===== src/rtl/riscv_pipe_pkg.sv =====
// Shared types and constants for the pipeline stage registers.
package riscv_pipe_pkg;

  typedef enum logic [1:0] {
    EMPTY = 2'd0,
    FULL  = 2'd1,
    SKID  = 2'd2
  } stage_state_t;

  localparam logic [31:0] NOP_INSTR = 32'h0000_0013;

endpackage


===== src/rtl/pipe_stage_reg.sv =====
// Valid/ready pipeline register with flush, stall and bubble insertion.
// Optional skid entry selected by PIPE_STAGE_SKID_BUFFER_EN (registered in_ready_o).
module pipe_stage_reg
  import riscv_pipe_pkg::*;
#(
  parameter int unsigned       DATA_W       = 32,
  parameter int unsigned       ADDR_W       = 32,
  parameter logic [DATA_W-1:0] BUBBLE_INSTR = DATA_W'(NOP_INSTR)
) (
  input  logic              clk_i,
  input  logic              rst_i,
  input  logic              flush_i,
  input  logic              stall_i,
  input  logic              in_valid_i,
  output logic              in_ready_o,
  input  logic [DATA_W-1:0] instr_i,
  input  logic [ADDR_W-1:0] addr_i,
  output logic              out_valid_o,
  input  logic              out_ready_i,
  output logic [DATA_W-1:0] instr_o,
  output logic [ADDR_W-1:0] addr_o
);

  stage_state_t      state;
  logic              out_valid_q;
  logic [DATA_W-1:0] main_instr;
  logic [ADDR_W-1:0] main_addr;
  logic              dn_rdy;
  logic              in_fire;
  logic              out_fire;

  assign dn_rdy      = out_ready_i & ~stall_i;
  assign in_fire     = in_valid_i & in_ready_o;
  assign out_fire    = out_valid_q & dn_rdy;
  assign out_valid_o = out_valid_q;

  // Payload registers keep stale data when empty; the bubble is muxed in here.
  assign instr_o = out_valid_q ? main_instr : BUBBLE_INSTR;
  assign addr_o  = out_valid_q ? main_addr  : '0;

`ifdef PIPE_STAGE_SKID_BUFFER_EN

  logic [DATA_W-1:0] skid_instr;
  logic [ADDR_W-1:0] skid_addr;
  logic              ready_q;

  assign in_ready_o = ready_q;

  // ready_q tracks "next state is not SKID", so it never depends on this cycle's downstream.
  always_ff @(posedge clk_i or posedge rst_i) begin
    if (rst_i) begin
      state       <= EMPTY;
      out_valid_q <= 1'b0;
      ready_q     <= 1'b0;
      main_instr  <= '0;
      main_addr   <= '0;
      skid_instr  <= '0;
      skid_addr   <= '0;
    end else if (flush_i) begin
      state       <= EMPTY;
      out_valid_q <= 1'b0;
      ready_q     <= 1'b1;
    end else begin
      unique case (state)
        EMPTY: begin
          ready_q <= 1'b1;
          if (in_fire) begin
            main_instr  <= instr_i;
            main_addr   <= addr_i;
            out_valid_q <= 1'b1;
            state       <= FULL;
          end
        end
        FULL: begin
          if (in_fire && out_fire) begin
            main_instr <= instr_i;
            main_addr  <= addr_i;
          end else if (out_fire) begin
            out_valid_q <= 1'b0;
            state       <= EMPTY;
          end else if (in_fire) begin
            skid_instr <= instr_i;
            skid_addr  <= addr_i;
            ready_q    <= 1'b0;
            state      <= SKID;
          end
        end
        SKID: begin
          if (out_fire) begin
            main_instr <= skid_instr;
            main_addr  <= skid_addr;
            ready_q    <= 1'b1;
            state      <= FULL;
          end
        end
        default: begin
          out_valid_q <= 1'b0;
          ready_q     <= 1'b1;
          state       <= EMPTY;
        end
      endcase
    end
  end

`else

  logic rdy_en;

  // rdy_en holds in_ready_o low during reset and for the first edge after release.
  assign in_ready_o = rdy_en & (~out_valid_q | dn_rdy);

  always_ff @(posedge clk_i or posedge rst_i) begin
    if (rst_i) begin
      state       <= EMPTY;
      out_valid_q <= 1'b0;
      rdy_en      <= 1'b0;
      main_instr  <= '0;
      main_addr   <= '0;
    end else begin
      rdy_en <= 1'b1;
      if (flush_i) begin
        state       <= EMPTY;
        out_valid_q <= 1'b0;
      end else begin
        unique case (state)
          EMPTY: begin
            if (in_fire) begin
              main_instr  <= instr_i;
              main_addr   <= addr_i;
              out_valid_q <= 1'b1;
              state       <= FULL;
            end
          end
          FULL: begin
            // Without a skid entry an input transfer here implies an output transfer.
            if (in_fire) begin
              main_instr <= instr_i;
              main_addr  <= addr_i;
            end else if (out_fire) begin
              out_valid_q <= 1'b0;
              state       <= EMPTY;
            end
          end
          default: begin
            out_valid_q <= 1'b0;
            state       <= EMPTY;
          end
        endcase
      end
    end
  end

`endif

endmodule

===== config.mk =====
export PLATFORM = sky130hd
export DESIGN_NAME = pipe_stage_reg
export DESIGN_NICKNAME = d
export VERILOG_FILES = /design/src/rtl/riscv_pipe_pkg.sv /design/src/rtl/pipe_stage_reg.sv
export SDC_FILE = /design/constraint.sdc
export NUM_CORES = 1
export LEC_CHECK = 0
export ABC_AREA = 1
export BUFFER_PORTS_ARGS = -buffer_cell sky130_fd_sc_hd__buf_2
export CORE_ASPECT_RATIO = 1.25
export CORE_MARGIN = 4
export CORE_UTILIZATION = 52
export DETAILED_ROUTE_END_ITERATION = 8
export GPL_ROUTABILITY_DRIVEN = 0
export PLACE_DENSITY = 0.85
export SLEW_MARGIN = 20
export SYNTH_ARGS = -nofsm -noshare
export SYNTH_HDL_FRONTEND = slang
export SYNTH_SLANG_ARGS = --single-unit

===== constraint.sdc =====
create_clock -name clk_i -period 4.9 [get_ports clk_i]
set_input_delay 0.245 -clock clk_i [delete_from_list [all_inputs] [get_ports clk_i]]
set_output_delay 0.245 -clock clk_i [all_outputs]
set_load 0.02 [all_outputs]

==> flow_summary.json, run 1 <==
{
  "outcome": "complete, no violations",
  "wl_per_cell_um": 12.8,
  "area_delta_synth_final_pct": 24.6,
  "fin_nets": 616,
  "p_leak_nw": 2.78,
  "critPathSlowestCell": "dfrtp_4",
  "syn_inst": 431,
  "worst_setup_path_end_kind": "flip-flop",
  "dr.pass1.iters": 5,
  "peakVddDrop_mv": 0.246,
  "p_total_w": 0.00147,
  "placementRows": 32,
  "maxSlewViolCount": 0,
  "crit_chain": "nand3_2 -> buf_4 -> nand2_1 -> nand2_1",
  "grt_setup_unrepaired": "no",
  "grtUsageTotal_pct": 21.8,
  "worst_slew_pin_slew_ns": 0.814,
  "drv_cap": 0,
  "antenna_left": 0,
  "required_ns": 5.12,
  "layout_common_cells": "nand2_1, buf_2, inv_1",
  "diodes": 0,
  "setup_tns_ns": 0,
  "synth-xor-area-share_pct": 0,
  "synth_simple_gate_area_share_pct": 34.5,
  "dpl_cell_area_um2": 3890,
  "period_needed_ns": 2.16,
  "cts_tree": "done",
  "place_hpwl_mm": 5.27,
  "stdcell_area_um2": 4110,
  "cts-resized-gates": 0,
  "die_x_um": 79.2,
  "drc": 0,
  "synth_compound_area_share_pct": 0.379,
  "synth_fa_ha_area_share_pct": 0,
  "fillers": 569,
  "portBuffers": 135,
  "postCtsHoldBufs": 0,
  "maxSlewHeadroom_pct": 45.7,
  "path_class": "reg -> reg",
  "powerDensity_nw_per_um2": 356,
  "crit_path_max_fanout": 66,
  "io-pin-count": 136,
  "final_core_utilization_pct": 66.7,
  "hold_viol_final": 0,
  "antenna_found_initial": 1,
  "clkLatencyLatePin_ns": 0.33,
  "worstSetupStartpointType": "flip-flop",
  "synth_area_um2": 3300,
  "postRouteWirelength_mm": 8.11,
  "grt_max_degree": 68,
  "post_cts_buffers": 0,
  "synth-seq-area-share_pct": 50.1,
  "die_y_um": 97.1,
  "mostFrequentLayoutCell": "nand2_1",
  "syn_nets": 501,
  "max_freq_mhz": 464,
  "synth.distinct_cells": 13,
  "post-route-period-util_pct": 44.0,
  "grt_pass1_wl_mm": 13.6,
  "syn_area_per_cell_um2": 7.66,
  "setup_viol": 0,
  "clock_path_buffers": 2,
  "grt.overflow.total": 0,
  "cts_max_level": 3,
  "vias_per_cell": 4.92,
  "synth_mux_area_share_pct": 0,
  "die_area_um2": 7690,
  "grt_pass1_vias": 3091,
  "crit_arrival_ns": 2.37,
  "clock-skew-final_ns": 0.00860,
  "drt_iter0_drc": 144,
  "synth_top_family_by_area": "simple AND/OR/NAND/NOR gates",
  "crit_path_frequent_cell": "nand2_1",
  "drive_above_1_share_pct": 29.0,
  "cts_made_buffers": 9,
  "core_area_um2": 6170,
  "clkSinkCount": 66,
  "vias": 3132,
  "yosys_register_bits": 66,
  "path_clk_slew_ns": 0.07,
  "ys_warn_count": 0,
  "start_util_pct": 53.5,
  "cpPeakStageDelay_ns": 0.89,
  "clockRootBuffer": "clkbuf_8",
  "hp-class": "in -> async"
}
## final cells by class
type                    count  area, um^2  share of cell area, %
clock buffers              11         141                   3.44
clock inverters             5        77.6                   1.89
inverters                  67         251                   6.12
multi-input cells         263        1170                   28.4
flip-flops and latches     66        1660                   40.4
well taps                  85         106                   2.59
repair buffers            139         706                   17.2
## where the power goes
| group | internal (W) | switching, W | leakage, nW |
|---|---|---|---|
| registers | 0.000644 | 0.0000735 | 0.822 |
| logic | 0.0000953 | 0.000158 | 1.85 |
| clock network | 0.000299 | 0.000196 | 0.109 |
| total | 0.00104 | 0.000427 | 2.78 |
## state kept, by name, indices dropped and copies added (netlist names)
signal and flops:
main_addr 32, main_instr 32, out_valid_o 1, rdy_en 1
## per-layer routing
metal / routed length (um) / vias up / part of all wire [%] / track usage [%]
met5: 12 / - / 0.15 / 0
met4: 88 / 2 / 1.1 / 5.95
met3: 500 / 9 / 6.2 / 5.10
li1: - / 1558 / - / -
met1: 3340 / 1458 / 41 / 26.4
met2: 4170 / 105 / 51 / 38.3
## cells in the mapped netlist
| master | count | share of area [%] |
|---|---|---|
| o21ai_1 | 1 | 0.15 |
| nand4_1 | 64 | 12 |
| nand2_1 | 194 | 22 |
| buf_2 | 14 | 2.1 |
| conb_1 | 1 | 0.11 |
| clkbuf_1 | 2 | 0.23 |
| nor2_1 | 1 | 0.11 |
| nand3_1 | 1 | 0.15 |
| inv_1 | 67 | 7.6 |
| dfrtp_1 | 66 | 50 |
| buf_6 | 6 | 2.0 |
| a21boi_0 | 1 | 0.23 |
| buf_4 | 13 | 3.0 |
## logic make-up after synthesis
group	after synthesis
and+or+nand+nor	260
other	1
buffers and inverters	102
AOI/OAI and AO/OA	2
DFF	66
## final timing paths
kind / cells past startpoint / slack (ns) / startpoint / to
hold reg to reg: 2 / 0.47 / main_instr[10] / main_instr[10]
max in group asynchronous: 3 / 4.13 / rst_i / out_valid_o
min in group clk_i: 2 / 0.15 / flush_i / out_valid_o
setup / recovery: 4 / 2.74 / rdy_en / main_addr[23]
setup reg to reg: 4 / 2.74 / rdy_en / main_addr[23]
hold / removal: 3 / 0.15 / rst_i / main_instr[11]
## critical path, delay by kind of cell (launching register included)
family | cells | cell delay [ns]
buf+inv | 1 | 0.45
simple gates | 3 | 0.69
flops | 1 | 0.89
## stage by stage
step                      worst slack (ns)  cells  hold WS, ns
after floorplan                       3.00    431        0.337
after global placement                2.52    620        0.455
after detailed placement              2.40    620        0.459
after CTS                             2.39    636        0.134
after global routing                  2.61    636        0.141
final                                 2.74    636        0.146
Note: power is estimated with default switching activity, not from simulation.
==> run 2: changes to the inputs <==
--- a/config.mk
+++ b/config.mk
@@ -5,14 +5,14 @@
 export SDC_FILE = /design/constraint.sdc
 export NUM_CORES = 1
 export LEC_CHECK = 0
-export ABC_AREA = 1
+export ABC_AREA = 0
 export BUFFER_PORTS_ARGS = -buffer_cell sky130_fd_sc_hd__buf_2
 export CORE_ASPECT_RATIO = 1.25
 export CORE_MARGIN = 4
-export CORE_UTILIZATION = 52
+export CORE_UTILIZATION = 42
 export DETAILED_ROUTE_END_ITERATION = 8
 export GPL_ROUTABILITY_DRIVEN = 0
-export PLACE_DENSITY = 0.85
+export PLACE_DENSITY = 0.76
 export SLEW_MARGIN = 20
 export SYNTH_ARGS = -nofsm -noshare
 export SYNTH_HDL_FRONTEND = slang
==> constraint.sdc (replaced) <==
create_clock -name clk_i -period 1.98 [get_ports clk_i]
set_input_delay 0.099 -clock clk_i [delete_from_list [all_inputs] [get_ports clk_i]]
set_output_delay 0.099 -clock clk_i [all_outputs]
set_load 0.02 [all_outputs]
==> flow_summary.json, run 2 <==
{
  "seqPwrFrac_pct": 48.6,
  "hold_end": "main_addr[24]",
  "postCtsHoldBufs": 56,
  "crit_path_max_fanout": 66,
  "yosys_register_bits": 66,
  "drt_iter0_drc": 50,
  "synthFlopType": "dfrtp_1",
  "powerDensity_nw_per_um2": 812,
  "cts-resized-gates": 0,
  "setup_viol": 0,
  "synth.distinct_cells": 13,
  "final_core_utilization_pct": 66.3,
  "setup_tns_ns": 0,
  "max_freq_mhz": 572,
  "fillers": 522,
  "synth_area_leaders": "dfrtp_1, mux2_2, and2_1",
  "cpPeakStageDelay_ns": 0.47,
  "post-route-period-util_pct": 88.3,
  "hp-class": "in -> reg",
  "path_clk_slew_ns": 0.06,
  "postRouteWirelength_mm": 7.18,
  "yosysMostFrequentCell": "dfrtp_1",
  "crit_chain": "buf_4 -> nand2_1 -> and2_1 -> buf_2",
  "p_int_w": 0.00268,
  "clock_path_buffers": 2,
  "setup_ws_ns": 0.232,
  "cts_made_buffers": 9,
  "peakVddDrop_mv": 0.459,
  "clkLatencyLatePin_ns": 0.33,
  "reg2reg_depth": 4,
  "cts_max_level": 3,
  "die_area_um2": 8380,
  "diodes": 0,
  "vias_per_cell": 4.59,
  "postSynth.asyncResetShare_pct": 100,
  "place_ws_ns": 0.347,
  "portBuffers": 135,
  "required_ns": 1.88,
  "yosys.area.top_type": "dfrtp_1",
  "worst_setup_path_end_kind": "output port",
  "maxSlewHeadroom_pct": 64.6,
  "crit_cells": 4,
  "clkSinkCount": 66,
  "core_area_um2": 6690,
  "antenna_left": 0,
  "grt_pass1_wl_mm": 11.3,
  "vias": 2300,
  "worstSetupStartpointType": "flip-flop",
  "area_delta_synth_final_pct": 51.6,
  "switching_share_pct": 25.5,
  "critPathBufInv": 2,
  "holdPathStages": 2,
  "ys_warn_count": 0,
  "critPathTopFamily": "buffers and inverters",
  "clock-skew-final_ns": 0.0116,
  "crit_arrival_ns": 1.65,
  "p_total_w": 0.00360,
  "synth-seq-area-share_pct": 56.4,
  "die_x_um": 82.7,
  "timing.hold.ws_ns": 0.0163,
  "ff_latch_area_um2": 1650,
  "post_cts_buffers": 0,
  "rr_endpoint": "main_instr[7]",
  "layout_common_cells": "buf_2, dfrtp_1, and2_1",
  "top_regs": "main_addr (32), main_instr (32)",
  "outcome": "complete, no violations",
  "place_hpwl_mm": 4.49,
  "r2r-start": "rdy_en",
  "maxSlewViolCount": 0,
  "die_y_um": 101,
  "synth_area_um2": 2930,
  "clockRootBuffer": "clkbuf_8",
  "dr.pass1.iters": 2,
  "fin_nets": 480,
  "grt_pass1_vias": 2450,
  "yosys-top-cells-count": "dfrtp_1, and2_1, mux2_2",
  "grtUsageTotal_pct": 17.8,
  "critPathSlowestCell": "buf_4",
  "worst_slew_pin_slew_ns": 0.530,
  "p_sw_w": 0.000920,
  "io-pin-count": 136,
  "grt_max_degree": 67,
  "hold_viol_final": 0,
  "syn_area_per_cell_um2": 13.6,
  "synth_top_area_share_pct": 56.4,
  "placementRows": 33,
  "mostFrequentLayoutCell": "buf_2",
  "antenna_found_initial": 0,
  "synth-edff-count": 0,
  "grt_setup_unrepaired": "no",
  "clkPwrFrac_pct": 29.6,
  "hp-start": "addr_i[24]",
  "period_needed_ns": 1.75,
  "pwr-share-comb_pct": 21.8,
  "p_leak_nw": 2.21,
  "drc": 0,
  "cts_tree": "done",
  "wl_per_cell_um": 14.3,
  "drive_above_1_share_pct": 51.7,
  "syn_inst": 215,
  "drv_cap": 0,
  "multi_input_area_um2": 1180,
  "start_util_pct": 43.8,
  "syn_nets": 285,
  "r2r_slack_ns": 0.36,
  "path_class": "reg -> out",
  "grt.overflow.total": 0
}
==> run 2: changes by cell type in the layout (fill, tap and decap cells not counted), moves of 58 or more <==
cell | previous run | this run
nand2_1 | 193 | 2
inv_1 | 66 | 0
nand4_1 | 64 | 0
and2_1 | 0 | 62
mux2_2 | 0 | 59
dlygate4sd3_1 | 0 | 58
==> run 2: worst max-delay path by stage <==
stage / startpoint / end / slack (ns)
2_1_floorplan: rst_i / main_addr[0] / 0.23
3_3_place_gp: rdy_en / main_addr[15] / 0.39
3_5_place_dp: rdy_en / main_instr[7] / 0.35
4_1_cts: out_valid_o / in_ready_o / 0.18
5_1_grt: out_valid_o / in_ready_o / 0.04
6_report: out_valid_o / in_ready_o / 0.23
==> run 2: metal layers <==
metal / global-route usage, % / vias to the layer above / share of wire (%)
met5: 0 / - / 0
met4: 10.6 / 0 / 3.4
met3: 3.20 / 24 / 6.2
met2: 31.2 / 89 / 52
met1: 19.8 / 1090 / 38
li1: - / 1097 / -
==> run 2: worst reg2reg max path, stage by stage (launching register included) <==
cell and delay [ns]:
dfrtp_1 0.33, nand2_1 0.10, a211oi_4 0.28, buf_4 0.41, mux2_2 0.40
==> run 2: through the flow <==
stage / instances / area [um^2]
6_report: 501 / 4440
2_1_floorplan: 215 / 2930
4_1_cts: 499 / 4420
3_5_place_dp: 428 / 3670
3_3_place_gp: 428 / 3670
5_1_grt: 501 / 4440
==> run 2: power by group through the flow <==
stage	Combinational, W	Clock, W	Sequential (W)
finish	0.000787	0.00107	0.00175
global route	0.000858	0.00117	0.00179
CTS	0.000789	0.00110	0.00175
detailed placement	0.000703	0	0.00178
global placement	0.000680	0	0.00176
floorplan	0.000497	0	0.00173
==> run 2: kinds of logic (layout without fill, tap and decap cells) <==
kind of cell | after synthesis | count (layout) | share of synthesized area [%]
multiplexers | 64 | 64 | 24.6
AND/OR/NAND/NOR | 68 | 68 | 14.6
AO/OA/AOI/OAI | 2 | 2 | 0.855
other | 1 | 1 | 0.128
flip-flops | 66 | 66 | 56.4
buffers and inverters | 14 | 213 | 3.33
==> run 2: cell type report <==
class | count | share of cell area (%)
clock buffer | 12 | 3.27
tap | 87 | 2.45
sequential | 66 | 37.2
multi-input combinational | 135 | 26.5
timing repair buffer | 197 | 29.5
inverter | 1 | 0.0846
clock inverter | 3 | 0.902
